$ cat config.mk
export PLATFORM = sky130hd
export DESIGN_NAME = jk_excitation_sequencer
export DESIGN_NICKNAME = d
export VERILOG_FILES = /design/src/rtl/jk_seq_pkg.sv /design/src/rtl/jk_bank.sv /design/src/rtl/jk_excitation_sequencer.sv
export SDC_FILE = /design/constraint.sdc
export NUM_CORES = 1
export LEC_CHECK = 0
export ABC_AREA = 1
export CORE_AREA = 2 2 58 66
export DETAILED_ROUTE_END_ITERATION = 16
export DIE_AREA = 0 0 60 68
export GPL_TIMING_DRIVEN = 1
export PLACE_DENSITY = 0.77
export SYNTH_ARGS = -nofsm -noshare
export SYNTH_HDL_FRONTEND = slang
export SYNTH_SLANG_ARGS = --single-unit
$ cat constraint.sdc
create_clock -name clk -period 2.6 [get_ports clk]
set_input_delay 0.78 -clock clk [delete_from_list [all_inputs] [get_ports clk]]
set_output_delay 0.78 -clock clk [all_outputs]
set_load 0.05 [all_outputs]
$ cat src/rtl/jk_seq_pkg.sv
// Shared types and JK helper functions for the excitation sequencer.
// Functions work per bit (excite/next) or on a max-width vector (popcount).
package jk_seq_pkg;

    localparam int JK_MAXW = 16;
    localparam int POPW    = 5;

    typedef enum logic [1:0] {
        IDLE   = 2'd0,
        EXCITE = 2'd1,
        APPLY  = 2'd2
    } seq_state_t;

    // Don't-cares resolved to 0, so a bit already at target gets J=K=0.
    function automatic logic [1:0] jk_excite(input logic q, input logic t);
        return {~q & t, q & ~t};
    endfunction

    function automatic logic jk_next(input logic q, input logic j, input logic k);
        return (j & ~q) | (~k & q);
    endfunction

    function automatic logic [POPW-1:0] popcount(input logic [JK_MAXW-1:0] v);
        logic [POPW-1:0] c;
        c = '0;
        for (int i = 0; i < JK_MAXW; i++) begin
            c = c + {{(POPW-1){1'b0}}, v[i]};
        end
        return c;
    endfunction

endpackage

$ cat src/rtl/jk_bank.sv
// Bank of W JK flip-flops; q follows Q+ = J&~Q | ~K&Q every clock.
// One-cycle update, no backpressure; async active-high reset to 0.
module jk_bank
    import jk_seq_pkg::*;
#(
    parameter int W = 2
) (
    input  logic         clk,
    input  logic         rst,
    input  logic [W-1:0] i_j,
    input  logic [W-1:0] i_k,
    output logic [W-1:0] o_q
);

    logic [W-1:0] r_q;
    logic [W-1:0] w_q_nxt;

    always_comb begin
        w_q_nxt = '0;
        for (int i = 0; i < W; i++) begin
            w_q_nxt[i] = jk_next(r_q[i], i_j[i], i_k[i]);
        end
    end

    always_ff @(posedge clk or posedge rst) begin
        if (rst) begin
            r_q <= '0;
        end else begin
            r_q <= w_q_nxt;
        end
    end

    assign o_q = r_q;

endmodule

$ cat src/rtl/jk_excitation_sequencer.sv
// Queues target states and drives a JK bank to each one: j/k at +1, q=target and done at +2.
// One target per 3 cycles; in_ready drops when the FIFO is full, steps while busy are dropped.
module jk_excitation_sequencer
    import jk_seq_pkg::*;
#(
    parameter int W      = 2,
    parameter int DEPTH  = 4,
    parameter int TCNT_W = 8
) (
    input  logic              clk,
    input  logic              rst,
    input  logic              in_valid,
    output logic              in_ready,
    input  logic [W-1:0]      in_state,
    input  logic              step,
    output logic              busy,
    output logic [W-1:0]      q,
    output logic [W-1:0]      j,
    output logic [W-1:0]      k,
    output logic              done,
    output logic              fifo_empty,
    output logic              fifo_full,
    output logic [TCNT_W-1:0] toggle_cnt
);

    localparam int AW   = $clog2(DEPTH);
    localparam int CW   = AW + 1;
    localparam int SUMW = TCNT_W + POPW;

    logic [W-1:0]        r_mem [DEPTH];
    logic [AW-1:0]       r_wr_ptr;
    logic [AW-1:0]       r_rd_ptr;
    logic [CW-1:0]       r_count;
    seq_state_t          r_state;
    seq_state_t          w_state_nxt;
    logic [W-1:0]        r_t;
    logic [W-1:0]        r_j;
    logic [W-1:0]        r_k;
    logic [TCNT_W-1:0]   r_tcnt;

    logic                w_wr;
    logic                w_pop;
    logic [W-1:0]        w_head;
    logic [W-1:0]        w_q;
    logic [W-1:0]        w_j_nxt;
    logic [W-1:0]        w_k_nxt;
    logic [JK_MAXW-1:0]  w_diff_ext;
    logic [POPW-1:0]     w_flips;
    logic [SUMW-1:0]     w_sum;
    logic [TCNT_W-1:0]   w_tcnt_nxt;

    // Flags come from the registered count, so a pop never frees a slot for a same-cycle write.
    assign fifo_full  = (r_count == CW'(DEPTH));
    assign fifo_empty = (r_count == '0);
    assign in_ready   = ~fifo_full;
    assign w_wr       = in_valid & in_ready;
    assign w_head     = r_mem[r_rd_ptr];

    always_comb begin
        w_state_nxt = r_state;
        w_pop       = 1'b0;
        case (r_state)
            IDLE: begin
                if (step && !fifo_empty) begin
                    w_pop       = 1'b1;
                    w_state_nxt = EXCITE;
                end
            end
            EXCITE:  w_state_nxt = APPLY;
            APPLY:   w_state_nxt = IDLE;
            default: w_state_nxt = IDLE;
        endcase
    end

    always_comb begin
        w_j_nxt = '0;
        w_k_nxt = '0;
        for (int i = 0; i < W; i++) begin
            {w_j_nxt[i], w_k_nxt[i]} = jk_excite(w_q[i], w_head[i]);
        end
    end

    always_comb begin
        w_diff_ext        = '0;
        w_diff_ext[W-1:0] = w_q ^ r_t;
    end

    assign w_flips    = popcount(w_diff_ext);
    assign w_sum      = SUMW'(r_tcnt) + SUMW'(w_flips);
    assign w_tcnt_nxt = (w_sum > SUMW'({TCNT_W{1'b1}})) ? {TCNT_W{1'b1}} : w_sum[TCNT_W-1:0];

    always_ff @(posedge clk or posedge rst) begin
        if (rst) begin
            for (int i = 0; i < DEPTH; i++) begin
                r_mem[i] <= '0;
            end
            r_wr_ptr <= '0;
            r_rd_ptr <= '0;
            r_count  <= '0;
        end else begin
            if (w_wr) begin
                r_mem[r_wr_ptr] <= in_state;
                r_wr_ptr        <= r_wr_ptr + AW'(1);
            end
            if (w_pop) begin
                r_rd_ptr <= r_rd_ptr + AW'(1);
            end
            r_count <= r_count + CW'(w_wr) - CW'(w_pop);
        end
    end

    always_ff @(posedge clk or posedge rst) begin
        if (rst) begin
            r_state <= IDLE;
            r_t     <= '0;
            r_j     <= '0;
            r_k     <= '0;
            r_tcnt  <= '0;
        end else begin
            r_state <= w_state_nxt;
            case (r_state)
                IDLE: begin
                    if (w_pop) begin
                        r_t <= w_head;
                        r_j <= w_j_nxt;
                        r_k <= w_k_nxt;
                    end
                end
                // The bank takes j/k on this same edge, so q still holds the pre-step value here.
                EXCITE: r_tcnt <= w_tcnt_nxt;
                APPLY: begin
                    r_j <= '0;
                    r_k <= '0;
                end
                default: ;
            endcase
        end
    end

    jk_bank #(
        .W (W)
    ) u_bank (
        .clk (clk),
        .rst (rst),
        .i_j (r_j),
        .i_k (r_k),
        .o_q (w_q)
    );

    assign busy       = (r_state != IDLE);
    assign done       = (r_state == APPLY);
    assign q          = w_q;
    assign j          = r_j;
    assign k          = r_k;
    assign toggle_cnt = r_tcnt;

endmodule

# After elaboration in Yosys (flattened, before gate mapping)
# Cells that the tools add are included.
dict set report totals {
  register_bits 33
  wordCells 73
}
dict set report classes {
  add_sub_neg 6
  n_lt_le_gt_ge 4
  n_eq_ne 5
  n_mux 15
  bitwise_logic 21
  reduce_logical 9
}
# cell count
set op_table {}
lappend op_table {{2-bit 2-to-1 mux} 6}
lappend op_table {{2-bit one-hot mux with 2 select lines} 3}
lappend op_table {{8-bit by 2-bit adder with 9-bit output} 1}
lappend op_table {{1-bit AND} 9}
lappend op_table {{9-bit by 8-bit greater-than comparator with 1-bit output, second input constant} 1}
lappend op_table {{8-bit bitwise mux} 1}
lappend op_table {{8-bit 2-to-1 mux} 1}
lappend op_table {{1-bit NOT} 7}
lappend op_table {{3-bit greater-or-equal comparator, second input constant} 2}
lappend op_table {{2-bit NOT with 3-bit output} 2}
lappend op_table {{2-bit by 1-bit adder with 2-bit output, second input constant} 2}
lappend op_table {{2-bit binary-select mux with 2-bit select} 1}
lappend op_table {{2-bit demux with 2-bit select} 1}
lappend op_table {{2-bit inequality test, second input constant} 2}
lappend op_table {{2-bit AND reduction} 2}
lappend op_table {{2-bit nonzero test} 2}
lappend op_table {{3-bit by 1-bit adder with 3-bit output} 1}
lappend op_table {{3-bit equality test, second input constant} 1}
lappend op_table {{3-bit logical NOT} 1}
lappend op_table {{3-bit by 1-bit < comparator with 1-bit output, second input constant} 1}
lappend op_table {{3-bit by 1-bit subtractor with 3-bit output} 1}
lappend op_table {{1-bit by 1-bit adder with 2-bit output} 1}
lappend op_table {{2-bit by 1-bit equality test with 1-bit output, second input constant} 1}
lappend op_table {{2-bit equality test, second input constant} 1}
lappend op_table {{6 further kinds} 9}

# Depth between registers and ports, before layout
# Gate-level depths: netlist of the first run.
dict set report depth {
  ltp_word 8
  depth_mapped 11
  ltp_nobuf 11
}

# Cells and area by module
# A second synthesis of the first run with hierarchy kept.
dict set report unflattened {
  hier_cells 204
  area_unflattened_um2 1762.9
}
# mod instances cells_each area_each_um2
set modules_own_cells {}
lappend modules_own_cells {jk_excitation_sequencer 1 191 1671.6}
lappend modules_own_cells {jk_bank 1 13 91.3}

# Worst setup path before layout of the first run
# No wires, ideal clock.
dict set report synth_timing {
  path_kind {register to register}
  start {reg r_count[1]}
  end {reg r_count[2]}
  t_arrival_ns 2.159
  setup_slack_ns 0.312
  path_stages_with_launch 12
  path_buffers 1
  cell_sequence {dfrtp_1 > inv_2 > nand3_2 > nand2_2 > buf_6 > ha_1 > inv_1 > ha_1 > inv_1 > fa_1 > xnor2_1 > xor2_1}
}
# element line
set synth_rtl {}
lappend synth_rtl {{start: declaration} jk_excitation_sequencer.sv:33} ;# logic [CW-1:0] r_count;
lappend synth_rtl {{start signal: assignment} jk_excitation_sequencer.sv:108} ;# r_count <= r_count + CW'(w_wr) - CW'(w_pop);
lappend synth_rtl {{3-bit equality test} jk_excitation_sequencer.sv:53} ;# assign fifo_full = (r_count == CW'(DEPTH));
lappend synth_rtl {{1-bit NOT} jk_excitation_sequencer.sv:55} ;# assign in_ready = ~fifo_full;
lappend synth_rtl {{via in_ready} jk_excitation_sequencer.sv:13} ;# output logic in_ready,
lappend synth_rtl {{1-bit AND} jk_excitation_sequencer.sv:56} ;# assign w_wr = in_valid & in_ready;
lappend synth_rtl {{3-bit by 1-bit adder with 3-bit output} jk_excitation_sequencer.sv:108}
lappend synth_rtl {{3-bit by 1-bit subtractor with 3-bit output} jk_excitation_sequencer.sv:108}
# The timed path passes the listed nets, and every way through them passes these cells.
# A chain may end at the register's enable or synchronous reset.

# Worst setup path after layout of the first run
dict set report layout_timing {
  start {reg r_count[1]}
  end {out in_ready}
}
dict set report layout_between {
  elab_chain_cells 2
}
# element line
set layout_rtl {}
lappend layout_rtl {{3-bit equality test} jk_excitation_sequencer.sv:53}
lappend layout_rtl {{1-bit NOT} jk_excitation_sequencer.sv:55}
lappend layout_rtl {{end: declaration} jk_excitation_sequencer.sv:13}
# Every way passes these cells.

==> results.toml, run 1 <==
[power]
swShare_pct = 48.39
clockPowerShare_pct = 13.0
peakVddDrop_uv = 818.7
pwr-share-seq_pct = 32.3
p_int_mw = 1.534
p_sw_mw = 1.438
power.leakage_nw = 1.131
power.total_mw = 2.972
p_per_area_mw_per_mm2 = 1391
comb_power_share_pct = 54.7

[route]
first_pass_iters = 4
drt-total-wl_um = 3070
wl_per_cell_um = 10.73
drc = 0
antenna_left = 0
wl_met3_um = 109
wl_met2_um = 1545
viasPerCell = 4.682
drt_iter0_markers = 66
met1_length_um = 1351
vias = 1339
highest_layer = "met4"

[worst_setup_path]
ff2ff_setup_slack_ns = 0.54
r2r_start = "r_count[1]"
cp-endpoint = "in_ready"
required_ns = 1.82
critical_path_class = "reg2out"
start_kind = "register"
rr_worst_depth = 11
cp.arrival_ns = 1.66
timing.rr.end = "r_count[2]"
cp-end-kind = "output pin"
crit_start = "r_count[1]"
path_max_fanout = 3

[clock_tree]
cts_sinks = 33
clockBufferDepth = 2
insertion_delay_ns = 0.28
clk_pin_slew_ns = 0.06
cts_tree = "yes"
h-tree-depth = 2
root_buffer = "clkbuf_8"
cts_hold_buf = 0
numCtsBuffers = 5
post_cts_buffers = 0

[global_route]
grt-ovfl-total = 0
grt_pass1_wl_um = 5582
antenna_found_initial = 0
grt_pass1_vias = 1281
grt.total_usage_pct = 18.69
grt_max_degree = 34

[floorplanning]
dieArea_sq_mm = 0.004080
core-area_sq_mm = 0.003482
start_util_pct = 50.05
io_pins = 25
die_w_um = 60
die_h_um = 68
rows = 23

[logic_synthesis]
synthArstFlopShare_pct = 100.0
synth.distinct_cells = 26
synth_edf_count = 0
synth_seq_cells = 33
synth_warnings = 0
synth_seq_area_share_pct = 47.38
syn_avg_cell_area_sq_um = 8.544
syn_inst = 204
synthFlopType = "dfrtp_1"
synth_fp_nets = 219
syn_area_sq_mm = 0.001743

[place]
dpl.hpwl_um = 2309
placed_cells = 279
gp_congestion = 0.7908
port_buffers = 24

[sta]
tns_ns = 0
tightest_slew_ns = 0.5060
clock.fmax_mhz = 409.3
fin_skew_ns = 0.002397
slew_violations = 0
final.period_utilization_pct = 93.98
hold_viol = 0
rsz0062_at_grt = "false"
relSlewSlack_pct = 66.16
finalSetupViolCount = 0
post-route-min-period_ns = 2.443

[finish]
multiInputGateArea_sq_um = 762.0
nets = 251
fillCellCount = 302
syn2layout_area_growth_pct = 22.61
antenna_cells = 0
seq_area_sq_um = 825.8
drive_gt1_share_pct = 12.29
fin_cells = 286

[job]
maxCapViolations = 0

[min_path]
min_path_type = "reg2reg"
hp-start = "k[0]"

[run_status]
outcome = "finished, final reports clean"
[cell usage in the layout, fill, tap and decap left out]
cell type        instances
xor2_1                   5
inv_2                    4
nand3b_1                 1
nand3_2                  4
nand2_4                  1
o21ai_2                  3
buf_4                    5
xnor2_1                  2
nor2_4                   1
inv_1                   29
a21o_2                   1
nand2_1                 52
nand2_2                  1
clkbuf_1                 1
ha_1                     7
clkbuf_8                 6
o21ai_1                  3
clkdlybuf4s50_1         21
nor3_4                   1
dlymetal6s2s_1           2
nand3_1                 18
nand4_1                  1
fa_1                     2
nor2_2                   2
a21oi_1                  4
nor2_1                  15
clkinv_1                 1
o21ai_0                 10
dfrtp_1                 33
[final cells by class]
| cell class | instances | share of cell area [%] |
|---|---|---|
| sequential | 33 | 38.64 |
| multi-input combinational | 134 | 35.66 |
| timing repair buffer | 28 | 12.76 |
| inverter | 34 | 5.972 |
| clock buffer | 7 | 4.040 |
| tap | 50 | 2.927 |
[metrics by stage]
step	setup WS, ns	utilization (%)	cell area (sq um)	hold WS, ns
after CTS	0.02502	61.23	2132	0.4849
after detailed placement	-0.1148	58.75	2046	0.4766
after global routing	0.02342	61.37	2137	0.5082
after floorplan	0.3124	-	1743	0.4631
after global placement	-0.05183	58.75	2046	0.4725
final	0.1566	61.37	2137	0.4785
[synth_stat cells, types with 3 or more instances]
library cell | number | share of area (%)
o21ai_1 | 3 | 0.86
nand2_1 | 52 | 11
nand3_2 | 4 | 2.3
nand3_1 | 18 | 5.2
ha_1 | 7 | 5.0
dfrtp_1 | 33 | 47
a21oi_1 | 4 | 1.1
inv_2 | 4 | 0.86
inv_1 | 29 | 6.2
nor2_1 | 15 | 3.2
o21ai_0 | 10 | 2.9
xor2_1 | 5 | 2.5
o21ai_2 | 3 | 1.5
[cells by family (layout without fill, tap and decap cells)]
| family | after synthesis | count (layout) | synth area share [%] |
|---|---|---|---|
| and+or+nand+nor | 97 | 97 | 25.99 |
| DFF | 33 | 33 | 47.38 |
| adders and majority gates | 9 | 9 | 7.322 |
| buffers and inverters | 37 | 69 | 8.901 |
| AOI/OAI and AO/OA | 21 | 21 | 6.892 |
| xor gates and xnor gates | 7 | 7 | 3.518 |
[registers in the layout, summed over array words and instances, names as in the netlist]
signal      flops
r_rd_ptr        2
j               2
r_state         2
u_bank.o_q      2
r_wr_ptr        2
k               2
r_count         3
r_t             2
r_mem           8
toggle_cnt      8
[worst max-delay path, cell delays in order (launching register included)]
cell and delay (ns):
dfrtp_1 0.40, inv_2 0.08, nand3_2 0.09, clkdlybuf4s50_1 0.81
[metal layers]
metal,up-vias,global-route usage [%]
li1,696,-
met1,614,21.82
met2,23,31.66
met3,6,5.671
met4,0,7.778
met5,-,0
[power groups by stage]
stage	combinational, mW	sequential (mW)	clock, mW
6_report	1.63	0.959	0.387
5_1_grt	1.82	1.00	0.417
4_1_cts	1.65	0.962	0.402
3_5_place_dp	1.65	0.971	0
3_3_place_gp	1.60	0.965	0
2_1_floorplan	0.971	1.20	0
[how the worst min path moves through the flow]
stage	slack [ns]	end	cells past startpoint
after floorplan	0.46	r_mem[1]	2
after detailed placement	0.48	u_bank.o_q[0]	1
after global routing	0.51	u_bank.o_q[0]	1
after CTS	0.48	u_bank.o_q[0]	1
final	0.48	u_bank.o_q[0]	1
after global placement	0.47	u_bank.o_q[0]	1
[what timing repair did]
action                                  in CTS  in global routing
endpoints found under the setup margin       0                  2
resized for setup                            0                  2
hold endpoints to repair                     0                  0
Power figures use the tool's default switching activity.
==> run 2: changes to the inputs <==
- CAP_MARGIN: not set -> 10
- REMOVE_ABC_BUFFERS: not set -> 1
==> results.toml, run 2 (same netlist as run 1, synthesis figures left out) <==
[worst_setup_path]
timing.rr.end = "r_count[2]"
cp.arrival_ns = 1.74
slowest_delay_ns = 0.79
ff2ff_setup_slack_ns = 0.59
crit_cells = 4
start_kind = "register"
r2r_start = "r_state[0]"
crit_start = "r_count[0]"
cp-endpoint = "fifo_full"
critPathBufInv = 3
path_max_fanout = 3
cp_common_cell = "inv_1"
critical_path_class = "reg2out"
rr_worst_depth = 10
crit_slowest_cell = "clkdlybuf4s50_1"
cp-end-kind = "output pin"
critPathTopFamily = "buffers and inverters"
cp_cell_sequence = "inv_1, nand3_2, inv_1, clkdlybuf4s50_1"
required_ns = 1.82

[power]
clockPowerShare_pct = 12.0
comb_power_share_pct = 55.4
power.leakage_nw = 1.110
pwr-share-seq_pct = 32.6
power.total_mw = 2.948
p_per_area_mw_per_mm2 = 1389
p_sw_mw = 1.446
p_int_mw = 1.502
swShare_pct = 49.05
peakVddDrop_uv = 710.0

[finish]
drive_gt1_share_pct = 12.34
syn2layout_area_growth_pct = 21.75
final_core_utilization_pct = 60.94
antenna_cells = 0
final_common_cell = "nand2_1"
nets = 251
fillCellCount = 295
final_cell_mix = "nand2_1, dfrtp_1, inv_1, clkdlybuf4s50_1, nand3_1"

[global_route]
grt-ovfl-total = 0
grt_pass1_vias = 1231
antenna_found_initial = 0
grt_pass1_wl_um = 5244
grt.total_usage_pct = 17.74
grt_max_degree = 34

[sta]
timing.final.ws_setup_ns = 0.07763
relSlewSlack_pct = 66.40
tns_ns = 0
post-route-min-period_ns = 2.522
finalSetupViolCount = 0
tightest_slew_ns = 0.5024
rsz0062_at_grt = "false"
slew_violations = 0
final.period_utilization_pct = 97.01
hold_viol = 0
whs_ns = 0.4941
clock.fmax_mhz = 396.5
fin_skew_ns = 0.008682

[floorplanning]
core-area_sq_mm = 0.003482
rows = 23
start_util_pct = 50.05
io_pins = 25
dieArea_sq_mm = 0.004080
die_w_um = 60
die_h_um = 68

[route]
antenna_left = 0
vias = 1355
drt-total-wl_um = 3107
drt_iter0_markers = 37
drc = 0
viasPerCell = 4.754
wl_per_cell_um = 10.90
first_pass_iters = 4

[clock_tree]
insertion_delay_ns = 0.29
numCtsBuffers = 5
cts_tree = "yes"
h-tree-depth = 2
cts_sinks = 33
clockBufferDepth = 2
clk_pin_slew_ns = 0.06
root_buffer = "clkbuf_8"

[min_path]
min_path_type = "reg2reg"
hp-start = "k[0]"

[place]
port_buffers = 24
dpl_worst_slack_ns = -0.1032
dpl.hpwl_um = 2358
gp_congestion = 0.8100

[run_status]
outcome = "finished, final reports clean"

[job]
maxCapViolations = 0
==> run 2: timing repair <==
action,4_1_cts,5_1_grt
resized for setup,0,1
setup endpoints to repair,0,1
buffers inserted,0,0
hold buffers,0,0
==> run 2: metrics by stage <==
step / instance area (sq um) / instances
final: 2122 / 285
after global routing: 2122 / 285
after CTS: 2120 / 285
after detailed placement: 2046 / 279
after global placement: 2046 / 279
after floorplan: 1715 / 201
==> run 2: routing by layer <==
metal  track usage [%]  vias to the layer above  share of wire, %
li1                  -                      697                 -
met4             7.500                        0               1.8
met2             31.39                       31                51
met3             5.671                        6               3.9
met1             19.29                      621                43
met5                 0                        -                 0
==> run 2: final cells by class <==
| cell class | count | area [sq um] | area share, % |
|---|---|---|---|
| multi-input cells | 134 | 762.0 | 35.91 |
| clock inverters | 1 | 5.005 | 0.2358 |
| flip-flops and latches | 33 | 825.8 | 38.92 |
| well taps | 50 | 62.56 | 2.948 |
| repair buffers | 28 | 270.3 | 12.74 |
| clock buffers | 5 | 68.82 | 3.243 |
| inverters | 34 | 127.6 | 6.014 |
==> run 2: worst reg2reg max path, stage by stage (launching register included) <==
cell	delay [ns]
dfrtp_1	0.42
nor2_2	0.19
nand3_2	0.09
inv_1	0.09
ha_1	0.23
inv_1	0.06
ha_1	0.12
inv_1	0.04
fa_1	0.37
xnor2_1	0.14
xor2_1	0.14
==> run 2: worst min path at each step <==
stage                    end  slack [ns]  depth (start not counted)
3_5_place_dp   u_bank.o_q[0]        0.49                          1
4_1_cts        u_bank.o_q[0]        0.50                          1
2_1_floorplan       r_mem[1]        0.47                          2
3_3_place_gp   u_bank.o_q[0]        0.47                          1
5_1_grt        u_bank.o_q[0]        0.52                          1
6_report       u_bank.o_q[0]        0.49                          1
==> run 2: power by group through the flow <==
stage / logic, mW / registers, mW / clock network, mW
after floorplan: 0.928 / 1.21 / 0
after global placement: 1.60 / 0.965 / 0
after detailed placement: 1.65 / 0.971 / 0
after CTS: 1.66 / 0.963 / 0.360
after global routing: 1.80 / 0.991 / 0.386
final: 1.63 / 0.962 / 0.352
==> run 3: changes to the inputs <==
==> constraint.sdc (replaced) <==
create_clock -name clk -period 2.6 [get_ports clk]
set_input_delay 0.39 -clock clk [delete_from_list [all_inputs] [get_ports clk]]
set_output_delay 0.39 -clock clk [all_outputs]
set_load 0.05 [all_outputs]
==> results.toml, run 3 (same netlist as run 1, synthesis figures left out) <==
[worst_setup_path]
ff2ff_setup_slack_ns = 0.52
timing.rr.end = "r_count[2]"
path_max_fanout = 3
slowest_delay_ns = 0.85
required_ns = 2.21
crit_start = "r_state[1]"
rr_worst_depth = 10
r2r_start = "r_state[0]"
cp-end-kind = "output pin"
start_kind = "register"
cp_cell_sequence = "inv_1, nor2_1, clkdlybuf4s50_1"
crit_slowest_cell = "clkdlybuf4s50_1"
critical_path_class = "reg2out"
cp.arrival_ns = 1.83

[power]
p_sw_mw = 1.439
peakVddDrop_uv = 793.1
power.leakage_nw = 1.091
swShare_pct = 48.48
clockPowerShare_pct = 12.9
comb_power_share_pct = 54.6
pwr-share-seq_pct = 32.5
p_per_area_mw_per_mm2 = 1395
p_int_mw = 1.529

[job]
maxCapViolations = 0

[floorplanning]
rows = 23
io_pins = 25
die_w_um = 60
dieArea_sq_mm = 0.004080
die_h_um = 68
core-area_sq_mm = 0.003482
start_util_pct = 50.05

[finish]
fillCellCount = 301
multiInputGateArea_sq_um = 762.0
final_cell_mix = "nand2_1, dfrtp_1, inv_1, clkdlybuf4s50_1, nand3_1"
final_common_cell = "nand2_1"
antenna_cells = 0
syn2layout_area_growth_pct = 22.04
drive_gt1_share_pct = 11.49
seq_area_sq_um = 825.8
nets = 250

[clock_tree]
numCtsBuffers = 5
clk_pin_slew_ns = 0.06
insertion_delay_ns = 0.28
clockBufferDepth = 2
h-tree-depth = 2
cts_tree = "yes"
post_cts_buffers = 0
cts_sinks = 33
root_buffer = "clkbuf_8"
cts_resized = 0
cts_hold_buf = 0

[route]
antenna_left = 0
wl_per_cell_um = 10.73
drc = 0
viasPerCell = 4.712
drt_iter0_markers = 33
drt-total-wl_um = 3059
first_pass_iters = 4
vias = 1343

[place]
port_buffers = 24
dpl.hpwl_um = 2320
gp_congestion = 0.7968

[global_route]
grt_max_degree = 34
grt_pass1_vias = 1269
antenna_found_initial = 0
grt-ovfl-total = 0
grt.total_usage_pct = 17.55
grt_pass1_wl_um = 5285

[min_path]
min_path_type = "in2async"

[sta]
rsz0062_at_grt = "false"
hold_viol = 0
tns_ns = 0
final.period_utilization_pct = 85.52
post-route-min-period_ns = 2.223
clock.fmax_mhz = 449.8
whs_ns = 0.4899
fin_skew_ns = 0.002508
finalSetupViolCount = 0
relSlewSlack_pct = 66.40
tightest_slew_ns = 0.5024
slew_violations = 0

[run_status]
outcome = "finished, final reports clean"
## run 3: area by class of cell
class                   instances  area share (%)
clock buffers                   7           4.059
multi-input cells             134           35.82
inverters                      34           6.000
flip-flops and latches         33           38.82
well taps                      50           2.941
repair buffers                 27           12.35
## run 3: worst max path at each step
stage,cells past startpoint,endpoint,slack (ns)
floorplan,10,r_count[2],0.33
global placement,10,r_count[2],0.29
detailed placement,10,r_count[2],0.24
CTS,3,done,0.36
global route,3,done,0.28
finish,3,done,0.38
## run 3: per-layer routing
metal | GRT usage, % | wire length [um] | up-vias
li1 | - | - | 697
met1 | 20.41 | 1381 | 619
met2 | 30.16 | 1515 | 20
met3 | 5.104 | 98 | 7
met4 | 6.944 | 64 | 0
met5 | 0 | 0 | -
## run 3: power by group through the flow
stage          clock network [mW]  registers (mW)  logic, mW
3_5_place_dp                    0           0.976       1.64
6_report                    0.384           0.963       1.62
5_1_grt                     0.418           0.997       1.80
3_3_place_gp                    0           0.967       1.59
4_1_cts                     0.397           0.967       1.64
2_1_floorplan                   0            1.21      0.928
## run 3: critical path: cells and delay by family, from the launching register on
family / cells / cell delay [ns]
AND/OR/NAND/NOR: 1 / 0.20
buffers and inverters: 2 / 0.93
flip-flops: 1 / 0.43
## run 3: stage by stage
stage | cells | setup slack [ns] | area [sq um] | power (mW) | utilization [%]
2_1_floorplan | 201 | 0.3346 | 1715 | 2.141 | -
3_3_place_gp | 278 | 0.2855 | 2041 | 2.562 | 58.61
3_5_place_dp | 278 | 0.2392 | 2041 | 2.613 | 58.61
4_1_cts | 285 | 0.3557 | 2127 | 3.006 | 61.09
5_1_grt | 285 | 0.2787 | 2127 | 3.210 | 61.09
6_report | 285 | 0.3765 | 2127 | 2.968 | 61.09
